--- src/rtl/cp0_exc_unit_if.sv ---
// CP0 bus bundle: mtc0/mfc0 access, interrupt lines, MEM-stage exception
// flags and the exception/EPC/Status/Cause results returned to the pipeline.
interface cp0_exc_unit_if;
    logic        we_i;
    logic [4:0]  waddr_i;
    logic [31:0] wdata_i;
    logic [4:0]  raddr_i;
    logic [31:0] data_o;
    logic [5:0]  int_i;
    logic [31:0] mem_pc_i;
    logic        mem_in_delayslot_i;
    logic        exc_syscall_i;
    logic        exc_ri_i;
    logic        exc_trap_i;
    logic        exc_ov_i;
    logic        exc_eret_i;
    logic        exc_ucore_i;
    logic [31:0] excepttype_o;
    logic [31:0] epc_o;
    logic [31:0] status_o;
    logic [31:0] cause_o;
    logic        timer_int_o;

    modport master (
        output we_i, waddr_i, wdata_i, raddr_i, int_i, mem_pc_i, mem_in_delayslot_i,
        output exc_syscall_i, exc_ri_i, exc_trap_i, exc_ov_i, exc_eret_i, exc_ucore_i,
        input  data_o, excepttype_o, epc_o, status_o, cause_o, timer_int_o
    );

    modport slave (
        input  we_i, waddr_i, wdata_i, raddr_i, int_i, mem_pc_i, mem_in_delayslot_i,
        input  exc_syscall_i, exc_ri_i, exc_trap_i, exc_ov_i, exc_eret_i, exc_ucore_i,
        output data_o, excepttype_o, epc_o, status_o, cause_o, timer_int_o
    );
endinterface

--- src/rtl/cp0_exc_unit.sv ---
// Coprocessor-0 register file with MEM-stage exception arbitration and
// commit of exception side-effects (EPC, Status.EXL, Cause.BD/ExcCode).
module cp0_exc_unit #(
    parameter logic [31:0] PRID_VAL   = 32'h004c0102,
    parameter logic [31:0] CONFIG_VAL = 32'h00008000
) (
    input  logic          clk,
    input  logic          rst,
    cp0_exc_unit_if.slave bus
);
    localparam logic [4:0]  REG_COUNT   = 5'd9;
    localparam logic [4:0]  REG_COMPARE = 5'd11;
    localparam logic [4:0]  REG_STATUS  = 5'd12;
    localparam logic [4:0]  REG_CAUSE   = 5'd13;
    localparam logic [4:0]  REG_EPC     = 5'd14;
    localparam logic [4:0]  REG_PRID    = 5'd15;
    localparam logic [4:0]  REG_CONFIG  = 5'd16;

    localparam logic [31:0] EXC_NONE  = 32'h0000_0000;
    localparam logic [31:0] EXC_INT   = 32'h0000_0001;
    localparam logic [31:0] EXC_SYS   = 32'h0000_0008;
    localparam logic [31:0] EXC_RI    = 32'h0000_000a;
    localparam logic [31:0] EXC_OV    = 32'h0000_000c;
    localparam logic [31:0] EXC_TRAP  = 32'h0000_000d;
    localparam logic [31:0] EXC_ERET  = 32'h0000_000e;
    localparam logic [31:0] EXC_UCORE = 32'h0000_000f;

    localparam logic [31:0] STATUS_RST = 32'h1000_0000;

    logic [31:0] count_r;
    logic [31:0] compare_r;
    logic [31:0] status_r;
    logic [31:0] cause_r;
    logic [31:0] epc_r;
    logic        timer_int_r;

    logic        wr_count_s;
    logic        wr_compare_s;
    logic        wr_status_s;
    logic        wr_cause_s;
    logic        wr_epc_s;

    logic [31:0] count_fwd_s;
    logic [31:0] compare_fwd_s;
    logic [31:0] status_fwd_s;
    logic [31:0] cause_fwd_s;
    logic [31:0] epc_fwd_s;

    logic        int_pending_s;
    logic [31:0] excepttype_s;
    logic [31:0] rdata_s;

    logic [31:0] count_nxt_s;
    logic [31:0] compare_nxt_s;
    logic [31:0] status_nxt_s;
    logic [31:0] cause_nxt_s;
    logic [31:0] epc_nxt_s;
    logic        timer_nxt_s;

    // Write decode and same-cycle forwarding of mtc0 data; Cause only takes IP[1:0].
    always_comb begin
        wr_count_s    = bus.we_i && (bus.waddr_i == REG_COUNT);
        wr_compare_s  = bus.we_i && (bus.waddr_i == REG_COMPARE);
        wr_status_s   = bus.we_i && (bus.waddr_i == REG_STATUS);
        wr_cause_s    = bus.we_i && (bus.waddr_i == REG_CAUSE);
        wr_epc_s      = bus.we_i && (bus.waddr_i == REG_EPC);
        count_fwd_s   = wr_count_s   ? bus.wdata_i : count_r;
        compare_fwd_s = wr_compare_s ? bus.wdata_i : compare_r;
        status_fwd_s  = wr_status_s  ? bus.wdata_i : status_r;
        epc_fwd_s     = wr_epc_s     ? bus.wdata_i : epc_r;
        cause_fwd_s   = wr_cause_s   ? {cause_r[31:10], bus.wdata_i[9:8], cause_r[7:0]} : cause_r;
    end

    // Priority arbitration of MEM-stage exceptions; a bubble (pc 0) never raises one.
    always_comb begin
        excepttype_s  = EXC_NONE;
        int_pending_s = ((cause_fwd_s[15:8] & status_fwd_s[15:8]) != 8'h00) &&
                        !status_fwd_s[1] && status_fwd_s[0];
        if (bus.mem_pc_i == 32'h0000_0000) begin
            excepttype_s = EXC_NONE;
        end else if (int_pending_s) begin
            excepttype_s = EXC_INT;
        end else if (bus.exc_syscall_i) begin
            excepttype_s = EXC_SYS;
        end else if (bus.exc_ri_i) begin
            excepttype_s = EXC_RI;
        end else if (bus.exc_trap_i) begin
            excepttype_s = EXC_TRAP;
        end else if (bus.exc_ov_i) begin
            excepttype_s = EXC_OV;
        end else if (bus.exc_eret_i) begin
            excepttype_s = EXC_ERET;
        end else if (bus.exc_ucore_i) begin
            excepttype_s = EXC_UCORE;
        end else begin
            excepttype_s = EXC_NONE;
        end
    end

    // mfc0 read port, showing forwarded values for registers written this cycle.
    always_comb begin
        rdata_s = 32'h0000_0000;
        case (bus.raddr_i)
            REG_COUNT:   rdata_s = count_fwd_s;
            REG_COMPARE: rdata_s = compare_fwd_s;
            REG_STATUS:  rdata_s = status_fwd_s;
            REG_CAUSE:   rdata_s = cause_fwd_s;
            REG_EPC:     rdata_s = epc_fwd_s;
            REG_PRID:    rdata_s = PRID_VAL;
            REG_CONFIG:  rdata_s = CONFIG_VAL;
            default:     rdata_s = 32'h0000_0000;
        endcase
    end

    // Next-state: mtc0 values first, then exception/eret fields layered on top.
    always_comb begin
        count_nxt_s   = wr_count_s ? bus.wdata_i : (count_r + 32'd1);
        compare_nxt_s = compare_fwd_s;
        status_nxt_s  = status_fwd_s;
        cause_nxt_s   = {cause_fwd_s[31:16], bus.int_i, cause_fwd_s[9:0]};
        epc_nxt_s     = epc_fwd_s;
        timer_nxt_s   = timer_int_r;
        if (wr_compare_s) begin
            timer_nxt_s = 1'b0;
        end else if ((compare_r != 32'h0000_0000) && (count_r == compare_r)) begin
            timer_nxt_s = 1'b1;
        end else begin
            timer_nxt_s = timer_int_r;
        end
        if (excepttype_s == EXC_ERET) begin
            status_nxt_s[1] = 1'b0;
        end else if (excepttype_s != EXC_NONE) begin
            status_nxt_s[1]  = 1'b1;
            cause_nxt_s[6:2] = excepttype_s[4:0];
            // Nested exception (EXL already set) keeps the original return point.
            if (!status_fwd_s[1]) begin
                epc_nxt_s       = bus.mem_in_delayslot_i ? (bus.mem_pc_i - 32'd4) : bus.mem_pc_i;
                cause_nxt_s[31] = bus.mem_in_delayslot_i;
            end else begin
                epc_nxt_s       = epc_fwd_s;
                cause_nxt_s[31] = cause_fwd_s[31];
            end
        end else begin
            status_nxt_s = status_fwd_s;
        end
    end

    // CP0 state registers; reset overrides any pending commit.
    always_ff @(posedge clk) begin
        if (rst) begin
            count_r     <= 32'h0000_0000;
            compare_r   <= 32'h0000_0000;
            status_r    <= STATUS_RST;
            cause_r     <= 32'h0000_0000;
            epc_r       <= 32'h0000_0000;
            timer_int_r <= 1'b0;
        end else begin
            count_r     <= count_nxt_s;
            compare_r   <= compare_nxt_s;
            status_r    <= status_nxt_s;
            cause_r     <= cause_nxt_s;
            epc_r       <= epc_nxt_s;
            timer_int_r <= timer_nxt_s;
        end
    end

    assign bus.data_o       = rdata_s;
    assign bus.excepttype_o = excepttype_s;
    assign bus.epc_o        = epc_fwd_s;
    assign bus.status_o     = status_fwd_s;
    assign bus.cause_o      = cause_fwd_s;
    assign bus.timer_int_o  = timer_int_r;
endmodule
--- src/flat_wrapper.sv ---
// flat-port wrapper written by rule: the top's interface ports become plain ports
module cp0_exc_unit_flat 
#(
    parameter logic [31:0] PRID_VAL   = 32'h004c0102,
    parameter logic [31:0] CONFIG_VAL = 32'h00008000
)
  (clk, rst, bus_we_i, bus_waddr_i, bus_wdata_i, bus_raddr_i, bus_int_i, bus_mem_pc_i, bus_mem_in_delayslot_i, bus_exc_syscall_i, bus_exc_ri_i, bus_exc_trap_i, bus_exc_ov_i, bus_exc_eret_i, bus_exc_ucore_i, bus_data_o, bus_excepttype_o, bus_epc_o, bus_status_o, bus_cause_o, bus_timer_int_o);
  cp0_exc_unit_if bus_i ();
  input  logic clk;
  input  logic rst;
  input wire logic [$bits(bus_i.we_i)-1:0] bus_we_i;
  input wire logic [$bits(bus_i.waddr_i)-1:0] bus_waddr_i;
  input wire logic [$bits(bus_i.wdata_i)-1:0] bus_wdata_i;
  input wire logic [$bits(bus_i.raddr_i)-1:0] bus_raddr_i;
  input wire logic [$bits(bus_i.int_i)-1:0] bus_int_i;
  input wire logic [$bits(bus_i.mem_pc_i)-1:0] bus_mem_pc_i;
  input wire logic [$bits(bus_i.mem_in_delayslot_i)-1:0] bus_mem_in_delayslot_i;
  input wire logic [$bits(bus_i.exc_syscall_i)-1:0] bus_exc_syscall_i;
  input wire logic [$bits(bus_i.exc_ri_i)-1:0] bus_exc_ri_i;
  input wire logic [$bits(bus_i.exc_trap_i)-1:0] bus_exc_trap_i;
  input wire logic [$bits(bus_i.exc_ov_i)-1:0] bus_exc_ov_i;
  input wire logic [$bits(bus_i.exc_eret_i)-1:0] bus_exc_eret_i;
  input wire logic [$bits(bus_i.exc_ucore_i)-1:0] bus_exc_ucore_i;
  output wire logic [$bits(bus_i.data_o)-1:0] bus_data_o;
  output wire logic [$bits(bus_i.excepttype_o)-1:0] bus_excepttype_o;
  output wire logic [$bits(bus_i.epc_o)-1:0] bus_epc_o;
  output wire logic [$bits(bus_i.status_o)-1:0] bus_status_o;
  output wire logic [$bits(bus_i.cause_o)-1:0] bus_cause_o;
  output wire logic [$bits(bus_i.timer_int_o)-1:0] bus_timer_int_o;
  assign bus_i.we_i = bus_we_i;
  assign bus_i.waddr_i = bus_waddr_i;
  assign bus_i.wdata_i = bus_wdata_i;
  assign bus_i.raddr_i = bus_raddr_i;
  assign bus_i.int_i = bus_int_i;
  assign bus_i.mem_pc_i = bus_mem_pc_i;
  assign bus_i.mem_in_delayslot_i = bus_mem_in_delayslot_i;
  assign bus_i.exc_syscall_i = bus_exc_syscall_i;
  assign bus_i.exc_ri_i = bus_exc_ri_i;
  assign bus_i.exc_trap_i = bus_exc_trap_i;
  assign bus_i.exc_ov_i = bus_exc_ov_i;
  assign bus_i.exc_eret_i = bus_exc_eret_i;
  assign bus_i.exc_ucore_i = bus_exc_ucore_i;
  assign bus_data_o = bus_i.data_o;
  assign bus_excepttype_o = bus_i.excepttype_o;
  assign bus_epc_o = bus_i.epc_o;
  assign bus_status_o = bus_i.status_o;
  assign bus_cause_o = bus_i.cause_o;
  assign bus_timer_int_o = bus_i.timer_int_o;
  cp0_exc_unit #(.PRID_VAL(PRID_VAL), .CONFIG_VAL(CONFIG_VAL)) u_core (.clk(clk), .rst(rst), .bus(bus_i));
endmodule
--- config.mk ---
export PLATFORM = sky130hd
export DESIGN_NAME = cp0_exc_unit_flat
export DESIGN_NICKNAME = d
export VERILOG_FILES = /design/src/rtl/cp0_exc_unit_if.sv /design/src/rtl/cp0_exc_unit.sv /design/src/flat_wrapper.sv
export SDC_FILE = /design/constraint.sdc
export NUM_CORES = 1
export LEC_CHECK = 0
export BUFFER_PORTS_ARGS = -buffer_cell sky130_fd_sc_hd__clkbuf_2
export CELL_PAD_IN_SITES_DETAIL_PLACEMENT = 1
export CELL_PAD_IN_SITES_GLOBAL_PLACEMENT = 1
export CORE_MARGIN = 5
export CORE_UTILIZATION = 35
export CTS_CLUSTER_DIAMETER = 60
export CTS_CLUSTER_SIZE = 20
export DETAILED_ROUTE_END_ITERATION = 10
export HOLD_SLACK_MARGIN = 0.15
export PLACE_DENSITY_LB_ADDON = 0.1
export SYNTH_ARGS = -nofsm -noshare
export SYNTH_HDL_FRONTEND = slang
export SYNTH_SLANG_ARGS = --single-unit
--- constraint.sdc ---
create_clock -name clk -period 2.5 [get_ports clk]
set_input_delay 0.25 -clock clk [delete_from_list [all_inputs] [get_ports clk]]
set_output_delay 0.25 -clock clk [all_outputs]
set_load 0.02 [all_outputs]
; Word-level counts from Yosys, hierarchy flattened
; Cells that the tools add are included.
[totals]
in_bits = 90
wordCells = 64
output_inout_bits = 161
register_bits = 161
[classes]
n_mux = 25
n_reduce_logical = 15
n_eq_ne = 14
add_sub_neg = 2
bitwise = 1
[op_table]
columns = op, count
row1 = two-way mux 32 bit, 16
row2 = one-hot mux 32 bit (7 select lines), 1
row3 = nonzero test 32 bit, 2
row4 = == test 5 x 4 -> 1 bit (second input constant), 11
row5 = adder 32 x 1 -> 32 bit (second input constant), 1
row6 = == test 32 bit, 1
row7 = == test 32 x 4 -> 1 bit (second input constant), 1
row8 = logical NOT 32 bit, 1
row9 = subtractor 32 x 3 -> 32 bit (second input constant), 1
row10 = two-way mux 10 bit, 1
row11 = two-way mux 5 bit, 2
row12 = bitwise AND 8 bit, 1
row13 = logical AND 1 bit, 8
row14 = nonzero test 8 bit, 1
row15 = == test 5 bit (second input constant), 1
row16 = two-way mux 1 bit, 4
row17 = two-way mux 4 bit, 1
row18 = OR reduction 2 bit, 2
row19 = logical NOT 1 bit, 1

; Logic depth before layout (Yosys ltp)
; Gate-level depths: netlist (run 1).
[depth]
ltp_word = 12
ltp_mapped = 10
ltp_nobuf = 8

; Worst setup path before layout (run 1)
; OpenSTA, ideal clock, no wires.
[synth_path]
path_type = input -> output
start = input port bus_waddr_i[4]
end = output port bus_excepttype_o[3]
path_slack_ps = -156
required_time_ps = 2250
arrival_time_ps = 2406
path_buffers = 1
stages = 7
path_cell_list = nand4b_4 or3_1 buf_6 mux2_2 a221o_1 o21a_1 a211oi_1
[synth_between]
elab_chain_cells = 9
word_cells_on_any_way = 13
cone_classes = eq/ne (2) / mux (4) / bitwise (1) / reduce/logical (6)
[synth_rtl]
columns = item, line
row1 = "start, declared", flat_wrapper.sv:12  ; input wire logic [$bits(bus_i.waddr_i)-1:0] bus_waddr_i;
row2 = == test 5 x 4 -> 1 bit, cp0_exc_unit.sv:64  ; wr_status_s = bus.we_i && (bus.waddr_i == REG_STATUS);
row3 = logical AND 1 bit, cp0_exc_unit.sv:64
row4 = two-way mux 32 bit, cp0_exc_unit.sv:69  ; status_fwd_s = wr_status_s ? bus.wdata_i : status_r;
row5 = net bus_status_o[15], flat_wrapper.sv:27  ; output wire logic [$bits(bus_i.status_o)-1:0] bus_status_o;
row6 = bitwise AND 8 bit, cp0_exc_unit.sv:77  ; int_pending_s = ((cause_fwd_s[15:8] & status_fwd_s[15:8]) != 8'h00) &&
row7 = nonzero test 8 bit, cp0_exc_unit.sv:77
row8 = logical AND 1 bit, cp0_exc_unit.sv:77
row9 = logical AND 1 bit, cp0_exc_unit.sv:78  ; !status_fwd_s[1] && status_fwd_s[0];
row10 = two-way mux 32 bit, cp0_exc_unit.sv:81  ; end else if (int_pending_s) begin
row11 = two-way mux 32 bit, cp0_exc_unit.sv:79  ; if (bus.mem_pc_i == 32'h0000_0000) begin
row12 = "end, declared", flat_wrapper.sv:25  ; output wire logic [$bits(bus_i.excepttype_o)-1:0] bus_excepttype_o;
; The timed path passes the listed nets, and every way through them passes these cells.

; Worst setup path after layout (run 1)
[layout_path]
start = input port bus_waddr_i[4]
end = output port bus_excepttype_o[3]
[layout_between]
elab_chain_cells = 9
word_cells_on_any_way = 13
cone_classes = eq/ne (2) / mux (4) / bitwise (1) / reduce/logical (6)
[layout_rtl]
columns = item, line
row1 = == test 5 x 4 -> 1 bit (on tied branches), "cp0_exc_unit.sv:65, cp0_exc_unit.sv:64"
row2 = logical AND 1 bit (on tied branches), "cp0_exc_unit.sv:65, cp0_exc_unit.sv:64"
row3 = two-way mux 10 bit / two-way mux 32 bit (equally long branches), "cp0_exc_unit.sv:71, cp0_exc_unit.sv:69"
row4 = bitwise AND 8 bit, cp0_exc_unit.sv:77
row5 = nonzero test 8 bit, cp0_exc_unit.sv:77
row6 = logical AND 1 bit, cp0_exc_unit.sv:77
row7 = logical AND 1 bit (*), cp0_exc_unit.sv:78
row8 = two-way mux 32 bit (*), cp0_exc_unit.sv:81
row9 = two-way mux 32 bit (*), cp0_exc_unit.sv:79
; Mark *: on every way between the ends. The rest lies on a longest branch, timed or not.

==> impl_metrics.yaml, run 1 <==
clock_network:
  root_buffer: "clkbuf_16"
  clk_path_buf_depth: 2
  cts_tree: "yes"
  clk_latency_ps: 430
  numCtsBuffers: 17
  cts.sinks: 142
  ctsHtreeMaxLevel: 4
  clkTransAtPathRegs_ps: 60
grt:
  grt_max_degree: 144
  grt_pass1_vias: 10277
  antenna_found_initial: 1
  grt_use_total: 0.261
  grt_overflow: 0
  grt_pass1_wl_um: 62500
timing:
  rsz0062_at_grt: "yes"
  layout_setup_ws_ps: 38.5
  min_period_ps: 2460
  slew_viol_final: 0
  hold_violations: 0
  fmax_mhz: 406
  fin_crit_sh: 0.985
  setup_tns_ps: 0
  worst_pin_slew_ps: 742
  setup_viol_count_final: 0
  fin_skew_ps: 15.3
  relSlewSlack: 0.505
finish:
  fillers: 3418
  post_route_cells_drive_above_1_share: 0.304
  final_common_cell: "clkbuf_2"
  fin_area_sq_um: 12500
  antenna_cells: 0
  final_cell_mix: "clkbuf_2 (193), nor2_1 (165), buf_4 (149)"
  final_nets: 1624
  area_growth_syn_to_layout_pct: 31.1
  utilization: 0.466
placement:
  gp_congestion: 0.957
  port_buffers: 203
  placedInstanceArea_sq_um: 11600
  preCtsSetupSlack_ps: -170
  dp_hpwl_um: 32100
die:
  start_util: 0.355
  core_sq_um: 27000
  fp-row-count: 60
  die-area_sq_um: 30700
  die_h_um: 175
  die_w_um: 175
  ios: 251
synthesis:
  yosysWarningCount: 0
  syn_area_per_cell_sq_um: 7.71
  synth_cells: 1241
  synthDistinctLibCells: 63
  synth_edf_count: 0
  yosysSeqAreaShare: 0.297
  synth_top_area_frac: 0.297
  synth_area_sq_um: 9570
  ys_async_sr_fraction: 0
  netlist_top_cells_area: "dfxtp_1 (30%), mux2i_1 (8.4%), nor2_1 (6.6%), nand2_1 (5.3%), buf_4 (4.7%)"
  synth_top_cell_by_area: "dfxtp_1"
  synth-seq-cells: 142
  synth_ff_type: "dfxtp_1"
setup_path:
  ff2ff_path_depth: 6
  critPathCaptureType: "output pin"
  cp.required_ps: 2250
  cp.arrival_ps: 2210
  worstReg2RegStart: "u_core.count_r[12]"
  start_kind: "primary input"
  critPathMaxFanout: 5
  critical_path_class: "primary input to output pin"
  rrSetupSlack_ps: 210
  r2r-end: "u_core.count_r[28]"
routing:
  num_vias: 10189
  drtPass1Iterations: 5
  wl_per_cell_um: 21.9
  drc_errors: 0
  initialDrtViolationCount: 704
  drtAntennaViolNets: 0
  wl_um: 41300
  via_per_inst: 5.41
status:
  outcome: "finished clean"
pwr:
  powerDensity_nw_per_um2: 481
  p_seq_frac: 0.394
  p_clk_frac: 0.432
  p_leak_nw: 5.96
  comb_power_share: 0.174
  internal_power_w: 0.00422
  p_sw_frac: 0.301
  switchingPower_w: 0.00182
  ir_drop_v: 0.000462
hold_path:
  min_from: "bus_wdata_i[25]"
  hold_depth: 3
  worst_hold_path.endpoint: "u_core.compare_r[25]"
  hp-class: "primary input to flop"
job:
  maxCapViolCount: 0
-- power by group through the flow --
| stage | clock [W] | sequential [W] | combinational [W] |
|---|---|---|---|
| floorplan | 0 | 0.00240 | 0.000614 |
| global placement | 0 | 0.00242 | 0.000995 |
| global route | 0.00271 | 0.00238 | 0.00113 |
| CTS | 0.00263 | 0.00238 | 0.00102 |
| finish | 0.00261 | 0.00238 | 0.00105 |
| detailed placement | 0 | 0.00243 | 0.00100 |
-- worst max-delay path by stage --
stage	start	to	slack, ps	cells after the start
finish	bus_waddr_i[4]	bus_excepttype_o[3]	40	8
global route	u_core.cause_r[9]	bus_excepttype_o[3]	-30	7
CTS	bus_waddr_i[1]	bus_data_o[31]	6	10
detailed placement	bus_waddr_i[4]	u_core.epc_r[28]	-170	9
global placement	bus_waddr_i[2]	bus_data_o[3]	-150	9
floorplan	bus_waddr_i[4]	bus_excepttype_o[1]	-110	7
-- cell families (layout without fill, tap and decap cells) --
logic type,count (synthesis),in the layout,synth area share
AOI/OAI and AO/OA,237,237,0.163
xor gates and xnor gates,78,78,0.0714
adders and majority gates,3,3,0.00392
buffers and inverters,195,452,0.104
DFF,142,142,0.297
muxes,121,121,0.135
other,1,47,0.000392
and+or+nand+nor,464,464,0.225
-- metrics by stage --
step	std cells	hold slack, ps	total power, W
3_3_place_gp	1839	461	0.00342
2_1_floorplan	1287	378	0.00302
3_5_place_dp	1839	468	0.00343
5_1_grt	1885	175	0.00622
4_1_cts	1879	150	0.00603
6_report	1885	158	0.00604
-- synth_stat cells (16+ instances only) --
library cell,instances
nor3_1,27
clkbuf_1,62
o21ai_0,34
or3_1,16
a211oi_1,24
xnor2_1,27
nor4_1,35
o221ai_1,20
dfxtp_1,142
nand3_1,17
mux2i_1,80
a21oi_1,72
buf_4,60
inv_1,55
mux2_2,36
nand2_1,135
o211ai_1,21
nor2_1,168
xor2_1,51
-- cell type report --
type	count	area (sq um)	area share
clock buffers	20	447	0.0356
clock inverters	12	135	0.0108
inverters	55	210	0.0168
multi-input cells	950	6080	0.485
flip-flops and latches	142	2840	0.227
well taps	341	427	0.0340
repair buffers	365	2400	0.191
-- critical path, cell delays in order --
cell and delay [ps]:
clkbuf_2 80, nand4b_4 160, or3_4 390, mux2_2 320, a221o_1 390, o21a_4 250, a211oi_2 190, buf_4 170
-- routing by layer --
layer | up-vias | track usage | part of all wire
li1 | 4826 | - | -
met1 | 4997 | 0.370 | 0.47
met2 | 320 | 0.422 | 0.46
met3 | 46 | 0.0314 | 0.050
met4 | 0 | 0.0704 | 0.020
met5 | - | 0 | 0
-- state kept, by name, summed over array words and instances (netlist names) --
register and count:
u_core.status_r 32, u_core.bus.timer_int_o 1, u_core.cause_r 13, u_core.compare_r 32, u_core.epc_r 32, u_core.count_r 32
-- repair_timing --
item	in CTS	in global routing
endpoints found under the hold margin	8	0
setup buffers	0	6
hold buffers	8	0
pin swaps	3	5
resized for setup	13	48
setup endpoints to repair	10	53
(Power assumes the default switching activity.)
==> inputs of run 2 (changes only) <==
--- a/config.mk
+++ b/config.mk
@@ -9,12 +9,13 @@
 export CELL_PAD_IN_SITES_DETAIL_PLACEMENT = 1
 export CELL_PAD_IN_SITES_GLOBAL_PLACEMENT = 1
 export CORE_MARGIN = 5
-export CORE_UTILIZATION = 35
+export CORE_UTILIZATION = 36
+export CTS_BUF_LIST = sky130_fd_sc_hd__clkbuf_4 sky130_fd_sc_hd__clkbuf_8
 export CTS_CLUSTER_DIAMETER = 60
 export CTS_CLUSTER_SIZE = 20
 export DETAILED_ROUTE_END_ITERATION = 10
 export HOLD_SLACK_MARGIN = 0.15
-export PLACE_DENSITY_LB_ADDON = 0.1
+export PLACE_DENSITY = 0.79
 export SYNTH_ARGS = -nofsm -noshare
 export SYNTH_HDL_FRONTEND = slang
 export SYNTH_SLANG_ARGS = --single-unit
==> run 2 against run 1 <==
  * The flow now finishes with violations (negative setup slack)
  * Critical path depth is 2 higher
  * Utilization grew 1.4 points
  * Clock-buffer cell count down 2
  * Clock power decreased by 30%
  * Via count rose by 5.3%
  * Final cell count grew 0.27%
  * Combinational power about the same
  * Worst setup slack got worse by 49 ps
  * Register-to-register slack worse by 50 ps
  * Die area down 2.6%
  * Fmax is 2.0% lower
  * Hold slack improved by 15 ps
==> impl_metrics.yaml, run 2 (synthesized netlist as in run 1, its figures left out) <==
clock_network:
  root_buffer: "clkbuf_8"
  clkTransAtPathRegs_ps: 80
  clk_latency_ps: 470
  cts_tree: "yes"
  clk_path_buf_depth: 2
  ctsHtreeMaxLevel: 4
  cts.sinks: 142
  numCtsBuffers: 17
routing:
  drtPass1Iterations: 6
  wl_per_cell_um: 22.2
  drc_errors: 0
  drtAntennaViolNets: 0
  wl_um: 41900
  via_per_inst: 5.67
  initialDrtViolationCount: 866
  num_vias: 10724
timing:
  layout_setup_ws_ps: -10.6
  min_period_ps: 2510
  slew_viol_final: 0
  hold_violations: 0
  relSlewSlack: 0.411
  setup_viol_count_final: 1
  worst_pin_slew_ps: 883
  rsz0062_at_grt: "yes"
  fmax_mhz: 398
  fin_skew_ps: 9.50
  fin_crit_sh: 1.00
pwr:
  p_leak_nw: 5.93
  ir_drop_v: 0.000285
  power.total_w: 0.00529
  powerDensity_nw_per_um2: 422
grt:
  grt_max_degree: 144
  grt_use_total: 0.262
  grt_pass1_wl_um: 62700
  grt_pass1_vias: 10970
  grt_overflow: 0
  antenna_found_initial: 0
setup_path:
  critPathCaptureType: "output pin"
  start_kind: "primary input"
  worstReg2RegStart: "u_core.cause_r[9]"
  cp-startpoint: "bus_waddr_i[4]"
  critical_path_class: "primary input to output pin"
  critPathMaxFanout: 7
  cp.arrival_ps: 2260
  cp.required_ps: 2250
finish:
  antenna_cells: 0
  area_growth_syn_to_layout_pct: 31.0
  fillers: 3282
  final_cell_mix: "clkbuf_2 (194), nor2_1 (167), dfxtp_1 (139)"
  fin_area_sq_um: 12500
  final_common_cell: "clkbuf_2"
  post_route_cells_drive_above_1_share: 0.299
  final_nets: 1635
die:
  ios: 251
  die-area_sq_um: 29900
  fp-row-count: 59
  die_w_um: 173
  core_sq_um: 26100
  start_util: 0.366
  die_h_um: 173
job:
  maxCapViolCount: 0
status:
  violations: "negative setup slack"
  outcome: "finished with violations"
placement:
  port_buffers: 203
  gp_congestion: 0.968
  placedInstanceArea_sq_um: 11500
  dp_hpwl_um: 31300
hold_path:
  min_from: "bus_wdata_i[16]"
  hp-class: "primary input to flop"
==> run 2: worst paths after layout <==
check | cells after the start | endpoint | slack [ps]
max | 10 | bus_data_o[13] | -10
min | 3 | u_core.compare_r[16] | 170
max reg2reg | 8 | u_core.epc_r[20] | 160
min reg2reg | 2 | u_core.compare_r[16] | 520
==> run 2: layout make-up <==
cell class | count | area, sq um | share of cell area
Tap cell | 335 | 419 | 0.0334
Inverter | 55 | 210 | 0.0168
Timing Repair Buffer | 376 | 2560 | 0.204
Sequential cell | 142 | 2850 | 0.227
Clock inverter | 14 | 134 | 0.0107
Clock buffer | 18 | 248 | 0.0198
Multi-Input combinational cell | 950 | 6120 | 0.488
==> run 2: where the power goes <==
group	leakage [nW]	switching (W)	internal (W)
logic	4.58	0.000677	0.000402
clock network	0.190	0.00101	0.000827
registers	1.15	0.0000524	0.00232
total	5.93	0.00174	0.00355
==> run 2: per-layer routing <==
metal | up-vias | GRT usage | routed length (um)
met1 | 5317 | 0.335 | 17800
met4 | 0 | 0.0984 | 1430
met2 | 457 | 0.445 | 20100
li1 | 4848 | - | -
met5 | - | 0 | 0
met3 | 102 | 0.0439 | 2610
==> run 2: critical path, stage by stage <==
cell      delay, ps
buf_6            90
nand3b_1        220
buf_6           170
nor3_4          300
buf_6           200
buf_4           120
mux2i_1         270
o22ai_2         160
a221o_1         300
clkbuf_2        160
==> run 2: what timing repair did <==
action	in CTS	in global routing
resized for setup	14	60
gates cloned	0	2
endpoints found under the hold margin	40	0
setup buffers	5	4
endpoints found under the setup margin	7	29
hold buffers	31	0
pin swaps	2	7
==> run 2: metrics by stage <==
step            util  setup WS (ps)  std cells  hold WS, ps  TNS, ps
6_report       0.480          -10.6       1890          172    -10.6
5_1_grt        0.480           -101       1890          168     -935
4_1_cts        0.469          -2.01       1884          154    -2.01
3_5_place_dp   0.439           -204       1816          468    -5070
3_3_place_gp   0.439           -139       1816          459    -2950
2_1_floorplan      -           -111       1287          378     -273
